[config.mk]
export PLATFORM = sky130hd
export DESIGN_NAME = vote_result_reader
export DESIGN_NICKNAME = d
export VERILOG_FILES = /design/src/rtl/vote_result_reader.sv
export SDC_FILE = /design/constraint.sdc
export NUM_CORES = 1
export LEC_CHECK = 0
export CAP_MARGIN = 20
export CORE_MARGIN = 2
export CORE_UTILIZATION = 50
export DETAILED_ROUTE_END_ITERATION = 6
export DONT_BUFFER_PORTS = 1
export PLACE_DENSITY = 0.71
export SLEW_MARGIN = 40
export SYNTH_ARGS = -nofsm -noshare
export SYNTH_HDL_FRONTEND = slang
export SYNTH_SLANG_ARGS = --single-unit
[constraint.sdc]
create_clock -name clock -period 5 [get_ports clock]
set_input_delay 0 -clock clock [delete_from_list [all_inputs] [get_ports clock]]
set_output_delay 0 -clock clock [all_outputs]
set_load 0.1 [all_outputs]
[src/rtl/vote_result_reader.sv]
// Read-out master for the voting machine: steps the machine through result mode,
// captures each candidate's count from led_i, then reports winner/tie via valid/ready.
module vote_result_reader #(
    parameter int HOLD_CYCLES = 12,
    parameter int GAP_CYCLES  = 4,
    parameter int CNT_W       = 8
) (
    input  logic             clock,
    input  logic             reset,
    input  logic             start,
    input  logic             abort,
    output logic             busy,
    output logic             mode_o,
    output logic             button0_o,
    output logic             button1_o,
    output logic             button2_o,
    output logic             button3_o,
    input  logic [CNT_W-1:0] led_i,
    output logic [CNT_W-1:0] count0,
    output logic [CNT_W-1:0] count1,
    output logic [CNT_W-1:0] count2,
    output logic [CNT_W-1:0] count3,
    output logic [1:0]       winner,
    output logic             tie,
    output logic             res_valid,
    input  logic             res_ready
);

    localparam logic [2:0] S_IDLE    = 3'd0;
    localparam logic [2:0] S_SETUP   = 3'd1;
    localparam logic [2:0] S_PRESS   = 3'd2;
    localparam logic [2:0] S_RELEASE = 3'd3;
    localparam logic [2:0] S_COMPARE = 3'd4;
    localparam logic [2:0] S_DONE    = 3'd5;

    localparam logic [7:0] HOLD_LAST = 8'(HOLD_CYCLES - 1);
    localparam logic [7:0] GAP_LAST  = 8'(GAP_CYCLES - 1);
    localparam logic [7:0] CMP_LAST  = 8'd3;

    logic [2:0]       state;
    logic [7:0]       cnt;
    logic [1:0]       k;
    logic [3:0]       buttons;
    logic [CNT_W-1:0] cap [4];
    logic [CNT_W-1:0] run_max;
    logic [1:0]       run_win;
    logic             run_tie;

    logic [CNT_W-1:0] cand;
    logic [CNT_W-1:0] nx_max;
    logic [1:0]       nx_win;
    logic             nx_tie;

    assign button0_o = buttons[0];
    assign button1_o = buttons[1];
    assign button2_o = buttons[2];
    assign button3_o = buttons[3];

    // One compare step per COMPARE cycle; cnt doubles as the candidate index.
    always_comb begin
        // NOTE: every comb output gets a default first so no path can infer a latch.
        cand   = cap[cnt[1:0]];
        nx_max = run_max;
        nx_win = run_win;
        nx_tie = run_tie;
        if (cand > run_max) begin
            nx_max = cand;
            nx_win = cnt[1:0];
            nx_tie = 1'b0;
        end else if (cand == run_max) begin
            nx_tie = 1'b1;
        end
    end

    // Captures land in cap[] and are only copied to count0..3 when a read-out
    // completes, so an aborted run leaves the previous results visible.
    always_ff @(posedge clock) begin
        if (reset) begin
            // NOTE: the four capture registers are plain flops, so they are reset like any other state.
            state     <= S_IDLE;
            cnt       <= '0;
            k         <= '0;
            buttons   <= '0;
            mode_o    <= 1'b0;
            busy      <= 1'b0;
            res_valid <= 1'b0;
            count0    <= '0;
            count1    <= '0;
            count2    <= '0;
            count3    <= '0;
            winner    <= '0;
            tie       <= 1'b0;
            run_max   <= '0;
            run_win   <= '0;
            run_tie   <= 1'b0;
            for (int i = 0; i < 4; i++) cap[i] <= '0;
        end else if (abort && busy) begin
            state   <= S_IDLE;
            cnt     <= '0;
            k       <= '0;
            buttons <= '0;
            mode_o  <= 1'b0;
            busy    <= 1'b0;
        end else begin
            case (state)
                S_IDLE: begin
                    if (start && !res_valid) begin
                        state  <= S_SETUP;
                        mode_o <= 1'b1;
                        busy   <= 1'b1;
                        cnt    <= '0;
                        k      <= '0;
                    end
                end
                S_SETUP: begin
                    if (cnt == GAP_LAST) begin
                        state   <= S_PRESS;
                        cnt     <= '0;
                        buttons <= 4'b0001;
                    end else begin
                        cnt <= cnt + 8'd1;
                    end
                end
                S_PRESS: begin
                    if (cnt == HOLD_LAST) begin
                        cap[k]  <= led_i;
                        buttons <= '0;
                        state   <= S_RELEASE;
                        cnt     <= '0;
                    end else begin
                        cnt <= cnt + 8'd1;
                    end
                end
                S_RELEASE: begin
                    if (cnt == GAP_LAST) begin
                        cnt <= '0;
                        if (k == 2'd3) begin
                            state   <= S_COMPARE;
                            mode_o  <= 1'b0;
                            run_max <= '0;
                            run_win <= '0;
                            run_tie <= 1'b0;
                        end else begin
                            k       <= k + 2'd1;
                            buttons <= 4'b0001 << (k + 2'd1);
                            state   <= S_PRESS;
                        end
                    end else begin
                        cnt <= cnt + 8'd1;
                    end
                end
                S_COMPARE: begin
                    run_max <= nx_max;
                    run_win <= nx_win;
                    run_tie <= nx_tie;
                    if (cnt == CMP_LAST) begin
                        count0    <= cap[0];
                        count1    <= cap[1];
                        count2    <= cap[2];
                        count3    <= cap[3];
                        winner    <= nx_win;
                        tie       <= nx_tie;
                        state     <= S_DONE;
                        busy      <= 1'b0;
                        res_valid <= 1'b1;
                        cnt       <= '0;
                    end else begin
                        cnt <= cnt + 8'd1;
                    end
                end
                S_DONE: begin
                    if (res_ready) begin
                        state     <= S_IDLE;
                        res_valid <= 1'b0;
                    end
                end
                default: begin
                    state   <= S_IDLE;
                    buttons <= '0;
                    mode_o  <= 1'b0;
                    busy    <= 1'b0;
                end
            endcase
        end
    end

endmodule

==> impl_results.md, run 1 <==
- Worst Path Arrival: between 3 and 4 ns
- Final wirelength: around 10000 µm
- Die Wd: around 100 µm
- Post-Syn Area: 0.00448 mm²
- Synth unique cells: 55
- Via Count: approximately 3300
- Setup TNS: 0 ns
- Vias in the first global route: between 3000 and 4000
- Commonest non-fill, non-tap cell in the layout: nand2_1
- Commonest non-fill, non-tap cells in the layout: nand2_1 (80), a21oi_1 (48), dfxtp_2 (42)
- Total gr overflow: 0
- Final period util: 0.621
- Global-route wire length before repair: between 15000 and 20000 µm
- Net Count, Synth: ~480
- Longest Clk Path Bufs: 2
- Placer congestion estimate: 0.852
- Status: finished, final reports clean
- DRC errors left: 0
- Yosys top cell area share: 0.304
- CTS tree: done
- WP data required: about 5.3 ns
- CP peak stage delay: 0.65 ns
- Worst Skew: around 0.014 ns
- Multi-input logic area: 0.00198 mm²
- Initial Util: 0.514
- Fmax: about 0.32 GHz
- Max-slew violations: 0
- Worst-margin pin slew: roughly 0.77 ns
- Critical path's slowest cell: dfxtp_1
- Layout net count: 482
- Clk Latency, worst-skew pair: 0.38 ns
- Input/output buffers: 0
- Seq/Total Area, Yosys: 0.518
- Layout cells sized above 1: 0.180
- Top Ports: 55
- Critical-path cell list: mux4_2 -> ha_1 -> nand2_1 -> o21a_1 -> or2_2 -> a21oi_1 -> a22o_1
- WL/cell: about 18 µm
- Headroom to the max-slew limit: 0.487
- Area leader, netlist: dfxtp_1
- Hold WC Path Type: input port to flip-flop
- CTS clock-pin slew for the worst setup and hold paths: ~0.11 ns
- Post-Syn Instances: around 460
- Total design power: ~1.6 mW
- Asr flop ratio synth: 0
- Power per cell area: around 320 mW/mm²
- Post-route minimum period: between 3 and 4 ns
- Synth area leaders: dfxtp_1 (30%), edfxtp_1 (21%), nand2_1 (6.8%)
- Cells after DPL: 538
- Yosys synthesis warning count: 0
- # diodes: 0
- Worst setup SP type: flip-flop
- Number of flops mapped to enable cells by yosys: 32
- Inserted Clock Buffers: 9
- Synth Flop Type: dfxtp_1
- Nature of the critical path endpoint: flip-flop
- Hold Path Cell Cnt: 4
- P_leak: 1.72 nW
- Layout fillers: about 700
- Starting DRT DRC Count: ~160
- Synth-to-layout area growth: 9.92%
- Unrepaired setup endpoints after global routing: false
- Final setup vio count: 0
- Die height: around 99 µm
- Crit path max fanout: 10
- DIE AREA: a little under 0.01 mm²
- Maximum vdd ir drop: between 0.15 and 0.2 mV
- Register area: approximately 0.0024 mm²
- CP Class: flip-flop to flip-flop
- Root buffer cell: clkbuf_8
- Antenna viol nets, final: 0
- Final Hold Violating Endpoints: 0
- Worst Reg-to-Reg Cells: 7
- #FFs+latches synth: 100
- Core Area: 0.00872 mm²
- CTS H-tree lvls: 3
- All-Layer GR Usage: 0.211
- Via density: around 5.9
- HPWL after detailed placement: 7030 µm
- Num Clock Sinks: 100
- Max-cap violations: 0
- # rows: 34
- Non-filler cells, final: between 500 and 600
- Initial antenna violation count: 0
- # Post-CTS Setup Buffers: 0
- DRT Pass-1 Iters: 5
- Pin count of the biggest net entering global routing: 42
- Syn_area_per_cell: 9.84 µm²
routing by layer:
layer / up-vias / GRT usage / wire, µm
met5: - / 0 / 0
met4: 0 / 0.0748 / 171
met3: 13 / 0.0426 / 656
met2: 112 / 0.314 / 4530
met1: 1610 / 0.310 / 4630
li1: 1601 / - / -
where the power goes:
part	total [mW]	internal, mW	switching [mW]	leakage (nW)
Combinational	0.133	0.0560	0.0773	0.708
Sequential	0.890	0.851	0.0390	0.900
Clock	0.534	0.204	0.330	0.107
Total	1.56	1.11	0.446	1.72
stage by stage:
| step | util | cell area, µm² | hold slack, ns | setup slack, ns |
|---|---|---|---|---|
| floorplan | - | 4480 | 0.198 | 2.04 |
| global placement | 0.516 | 4500 | 0.0806 | 2.03 |
| detailed placement | 0.523 | 4560 | 0.0773 | 1.92 |
| CTS | 0.565 | 4920 | 0.0361 | 1.90 |
| global route | 0.565 | 4920 | 0.0868 | 1.74 |
| finish | 0.565 | 4920 | 0.0476 | 1.89 |
worst max-delay path, delay by kind of cell, from the launching register on:
family,cells,cell delay (ns)
mux,1,0.59
simple gates,2,0.42
fa+ha+maj,1,0.32
compound gates,3,1.08
flops,1,0.65
registers in the layout, indices dropped and copies added (netlist names), named ones only:
name,count
cnt,8
run_max,8
res_valid,1
run_win,2
count0,8
state,3
count3,8
buttons,4
count2,8
run_tie,1
cap,32
k,2
mode_o,1
tie,1
count1,8
winner,2
busy,1
cells in the mapped netlist (all sizes together) (2+ instances only):
| library cell | count |
|---|---|
| clkbuf | 18 |
| or2 | 8 |
| and2 | 35 |
| nor3 | 5 |
| nand3 | 9 |
| o211a | 2 |
| a22o | 9 |
| a22oi | 2 |
| and3 | 4 |
| nand4 | 3 |
| mux2i | 3 |
| buf | 9 |
| nand2 | 81 |
| nor4 | 4 |
| o211ai | 4 |
| xnor2 | 6 |
| a21oi | 48 |
| nor2b | 4 |
| nand2b | 2 |
| a31oi | 5 |
| dfxtp | 68 |
| a311oi | 2 |
| edfxtp | 32 |
| o21ai | 12 |
| mux4 | 8 |
| ha | 14 |
| nor2 | 23 |
| nor4b | 3 |
| inv | 14 |
cells by family after synthesis:
kind of cell	Yosys count	synth area share
mux	11	0.0469
simple gates	186	0.207
flops	100	0.518
xor+xnor	6	0.0117
compound gates	97	0.136
buf+inv	41	0.0408
fa+ha+maj	14	0.0391
layout make-up:
cell class              count  area share
clock buffers               9      0.0252
flip-flops and latches    100       0.482
repair buffers             16      0.0335
well taps                 108      0.0274
clock inverters             7      0.0180
inverters                  14      0.0107
multi-input cells         314       0.403
timing repair:
item / CTS / global route
resized for setup: 0 / 0
hold buffers: 14 / 0
endpoints found under the hold margin: 96 / 0
path summary, 6_finish.rpt:
kind / startpoint / end / slack, ns
max: flip-flop / run_win[1]$_SDFFE_PP0P_ / 1.89
min: res_ready / state[0]$_SDFFE_PP0P_ / 0.05
max reg2reg: flip-flop / run_win[1]$_SDFFE_PP0P_ / 1.89
min reg2reg: run_max[0]$_SDFFE_PP0P_ / run_max[0]$_SDFFE_PP0P_ / 0.48
(Power assumes the default switching activity.)
==> inputs of run 2 (changes only) <==
- ABC_AREA: not set -> 1
- PLACE_DENSITY: 0.71 -> 0.74
- clock period: 5 -> 2.6 ns (I/O delays scaled with it)
==> impl_results.md, run 2 <==
- DIE AREA: 0.0101 mm² (was 0.00973 mm²)
- Via Count: 3925 (was 3336)
- CP Class: flip-flop to flip-flop (unchanged)
- Root buffer cell: clkbuf_8 (unchanged)
- Status: finished, final reports clean (unchanged)
- Maximum vdd ir drop: 0.979 mV (was 0.162 mV)
- Total gr overflow: 0 (unchanged)
- Layout net count: 658 (was 482)
- Final Hold Violating Endpoints: 0 (unchanged)
- Post-Syn Instances: 574 (was 455)
- Net Count, Synth: 601 (was 482)
- Top Ports: 55 (unchanged)
- Worst Skew: 0.0168 ns (was 0.0139 ns)
- R2R Path End: run_max[2]$_SDFFE_PP0P_ (was run_win[1]$_SDFFE_PP0P_)
- DRC errors left: 0 (unchanged)
- Num Clock Sinks: 100 (unchanged)
- Final setup vio count: 0 (unchanged)
- WP data required: 2.83 ns (was 5.32 ns)
- Reg2Reg Setup Slack: 0.20 ns (was 1.89 ns)
- Final wirelength: 10900 µm (was 10000 µm)
- Worst-margin pin slew: 0.655 ns (was 0.770 ns)
- CTS tree: done (unchanged)
- Worst Reg-to-Reg Cells: 17 (was 7)
- Longest Clk Path Bufs: 2 (unchanged)
- Total design power: 4.45 mW (was 1.56 mW)
- P_leak: 2.38 nW (was 1.72 nW)
- Commonest non-fill, non-tap cells in the layout: nor2_1 (130), nand2_1 (84), dfxtp_1 (67) (was nand2_1 (80), a21oi_1 (48), dfxtp_2 (42))
- Commonest non-fill, non-tap cell in the layout: nor2_1 (was nand2_1)
- Post-route minimum period: 2.40 ns (was 3.11 ns)
- Synth Flop Type: dfxtp_1 (unchanged)
- Number of flops mapped to enable cells by yosys: 32 (unchanged)
- Power per cell area: 824 mW/mm² (was 316 mW/mm²)
- Crit path max fanout: 16 (was 10)
- Final period util: 0.922 (was 0.621)
- Synth-to-layout area growth: 15.8% (was 9.92%)
- Yosys synthesis warning count: 0 (unchanged)
- # rows: 35 (was 34)
- Pin count of the biggest net entering global routing: 38 (was 42)
- Final instance area: 0.00540 mm² (was 0.00492 mm²)
- Most numerous cell in the Yosys netlist: nor2_1 (was nand2_1)
- Area leader, netlist: dfxtp_1 (unchanged)
- Global-route wire length before repair: 17700 µm (was 16200 µm)
- DP Area: 0.00508 mm² (was 0.00456 mm²)
- Post-Syn Area: 0.00466 mm² (was 0.00448 mm²)
- Cells after DPL: 718 (was 538)
- Die height: 101 µm (was 98.7 µm)
- Post-synth top cells: nor2_1 (130), nand2_1 (85), dfxtp_1 (68) (was nand2_1 (81), dfxtp_1 (68), a21oi_1 (48))
- All-Layer GR Usage: 0.224 (was 0.211)
- Max-cap violations: 0 (unchanged)
- Starting DRT DRC Count: 239 (was 161)
- Yosys top cell area share: 0.292 (was 0.304)
- Largest register FFs: 32 (unchanged)
- Worst Path Arrival: 2.63 ns (was 3.42 ns)
- CTS H-tree lvls: 3 (unchanged)
- Via density: 5.25 (was 5.87)
- Clk Latency, worst-skew pair: 0.38 ns (about the same)
- Max-slew violations: 0 (unchanged)
- Synth area leaders: dfxtp_1 (29%), edfxtp_1 (21%), nor2_1 (10%) (was dfxtp_1 (30%), edfxtp_1 (21%), nand2_1 (6.8%))
- Input/output buffers: 0 (unchanged)
- Initial Util: 0.510 (was 0.514)
- Nature of the critical path endpoint: flip-flop (unchanged)
- HPWL after detailed placement: 7920 µm (was 7030 µm)
- Worst setup SP type: flip-flop (unchanged)
- CTS clock-pin slew for the worst setup and hold paths: 0.10 ns (was 0.11 ns)
- Initial antenna violation count: 0 (unchanged)
- Die Wd: 101 µm (was 98.7 µm)
- Fmax: 0.417 GHz (was 0.322 GHz)
- Vias in the first global route: 3634 (was 3099)
- Worst Min Path Start: start (was res_ready)
- # diodes: 0 (unchanged)
- Seq/Total Area, Yosys: 0.498 (was 0.518)
- Asr flop ratio synth: 0 (unchanged)
- #FFs+latches synth: 100 (unchanged)
- Antenna viol nets, final: 0 (unchanged)
- Non-filler cells, final: 747 (was 568)
- Layout cells sized above 1: 0.178 (was 0.180)
- Hold Path Cell Cnt: 5 (was 4)
- Syn_area_per_cell: 8.13 µm² (was 9.84 µm²)
- Unrepaired setup endpoints after global routing: false (unchanged)
- Hold EP: busy$_SDFFE_PP0P_ (was state[0]$_SDFFE_PP0P_)
- Core Area: 0.00915 mm² (was 0.00872 mm²)
- Inserted Clock Buffers: 9 (unchanged)
- DRT Pass-1 Iters: 5 (unchanged)
- Largest Register: cap (unchanged)
- Hold WC Path Type: input port to flip-flop (unchanged)
- Placer congestion estimate: 0.977 (was 0.852)
- Headroom to the max-slew limit: 0.562 (was 0.487)
- WL/cell: 14.6 µm (was 17.6 µm)
- Synth unique cells: 39 (was 55)
run 2: cell families after synthesis:
group / after synthesis / synth area share
XOR/XNOR: 3 / 0.00563
flip-flops: 100 / 0.498
AND/OR/NAND/NOR: 278 / 0.270
adder cells (fa/ha/maj): 14 / 0.0376
buffers and inverters: 77 / 0.0714
AO/OA/AOI/OAI: 102 / 0.118
run 2: report_power, final:
| part | switching [mW] | internal, mW |
|---|---|---|
| registers | 0.0970 | 1.71 |
| logic | 1.20 | 0.488 |
| clock network | 0.586 | 0.369 |
| total | 1.88 | 2.57 |
run 2: critical path: stages, from the launching register on:
cell and delay, ns:
dfxtp_2 0.40, buf_4 0.21, nand2_1 0.08, a32oi_1 0.34, inv_1 0.08, ha_1 0.18
inv_1 0.05, nand2_1 0.04, nand2_1 0.06, nand2_1 0.06, nand2_1 0.06, nand2_1 0.06
nand2_1 0.10, nand2_1 0.10, nand2_2 0.18, nand2_4 0.11, nand2_1 0.08, a21oi_1 0.06
run 2: stage by stage:
step                hold WS (ns)  worst slack [ns]   util  setup TNS [ns]
floorplan                  0.185           -0.0297      -          -0.476
global placement          0.0761             0.215  0.555               0
detailed placement        0.0777             0.155  0.555               0
CTS                       0.0224             0.120  0.587               0
global route              0.0782            0.0254  0.590               0
finish                    0.0393             0.202  0.590               0
run 2: worst max path at each step:
| stage | start | endpoint | slack (ns) | cells past startpoint |
|---|---|---|---|---|
| after detailed placement | flip-flop | run_max[6]$_SDFFE_PP0P_ | 0.15 | 16 |
| after global placement | flip-flop | run_max[6]$_SDFFE_PP0P_ | 0.22 | 15 |
| final | flip-flop | run_max[2]$_SDFFE_PP0P_ | 0.20 | 17 |
| after floorplan | busy$_SDFFE_PP0P_ | cap[1][0]$_SDFFCE_PN0P_ | -0.03 | 7 |
| after CTS | flip-flop | run_max[1]$_SDFFE_PP0P_ | 0.12 | 17 |
| after global routing | flip-flop | run_max[5]$_SDFFE_PP0P_ | 0.03 | 17 |
run 2: final cells by class:
| cell class | instances | area [µm²] |
|---|---|---|
| Clock buffer | 10 | 128 |
| Clock inverter | 6 | 56.3 |
| Fill cell | 806 | 3750 |
| Inverter | 59 | 228 |
| Multi-Input combinational cell | 397 | 2020 |
| Sequential cell | 100 | 2320 |
| Tap cell | 111 | 139 |
| Timing Repair Buffer | 63 | 500 |
| Timing Repair inverter | 1 | 7.51 |
run 2: metal layers:
layer | wire length [µm] | global-route usage | share of wire
met1 | 5030 | 0.310 | 0.46
met2 | 5070 | 0.351 | 0.47
met3 | 672 | 0.0465 | 0.062
met4 | 123 | 0.0717 | 0.011
met5 | 0 | 0 | 0
run 2: what timing repair did:
item | in CTS | in global routing
hold endpoints to repair | 64 | 0
endpoints found under the setup margin | 0 | 8
gates resized for setup | 0 | 5
buffers inserted | 0 | 1
hold buffers | 11 | 0
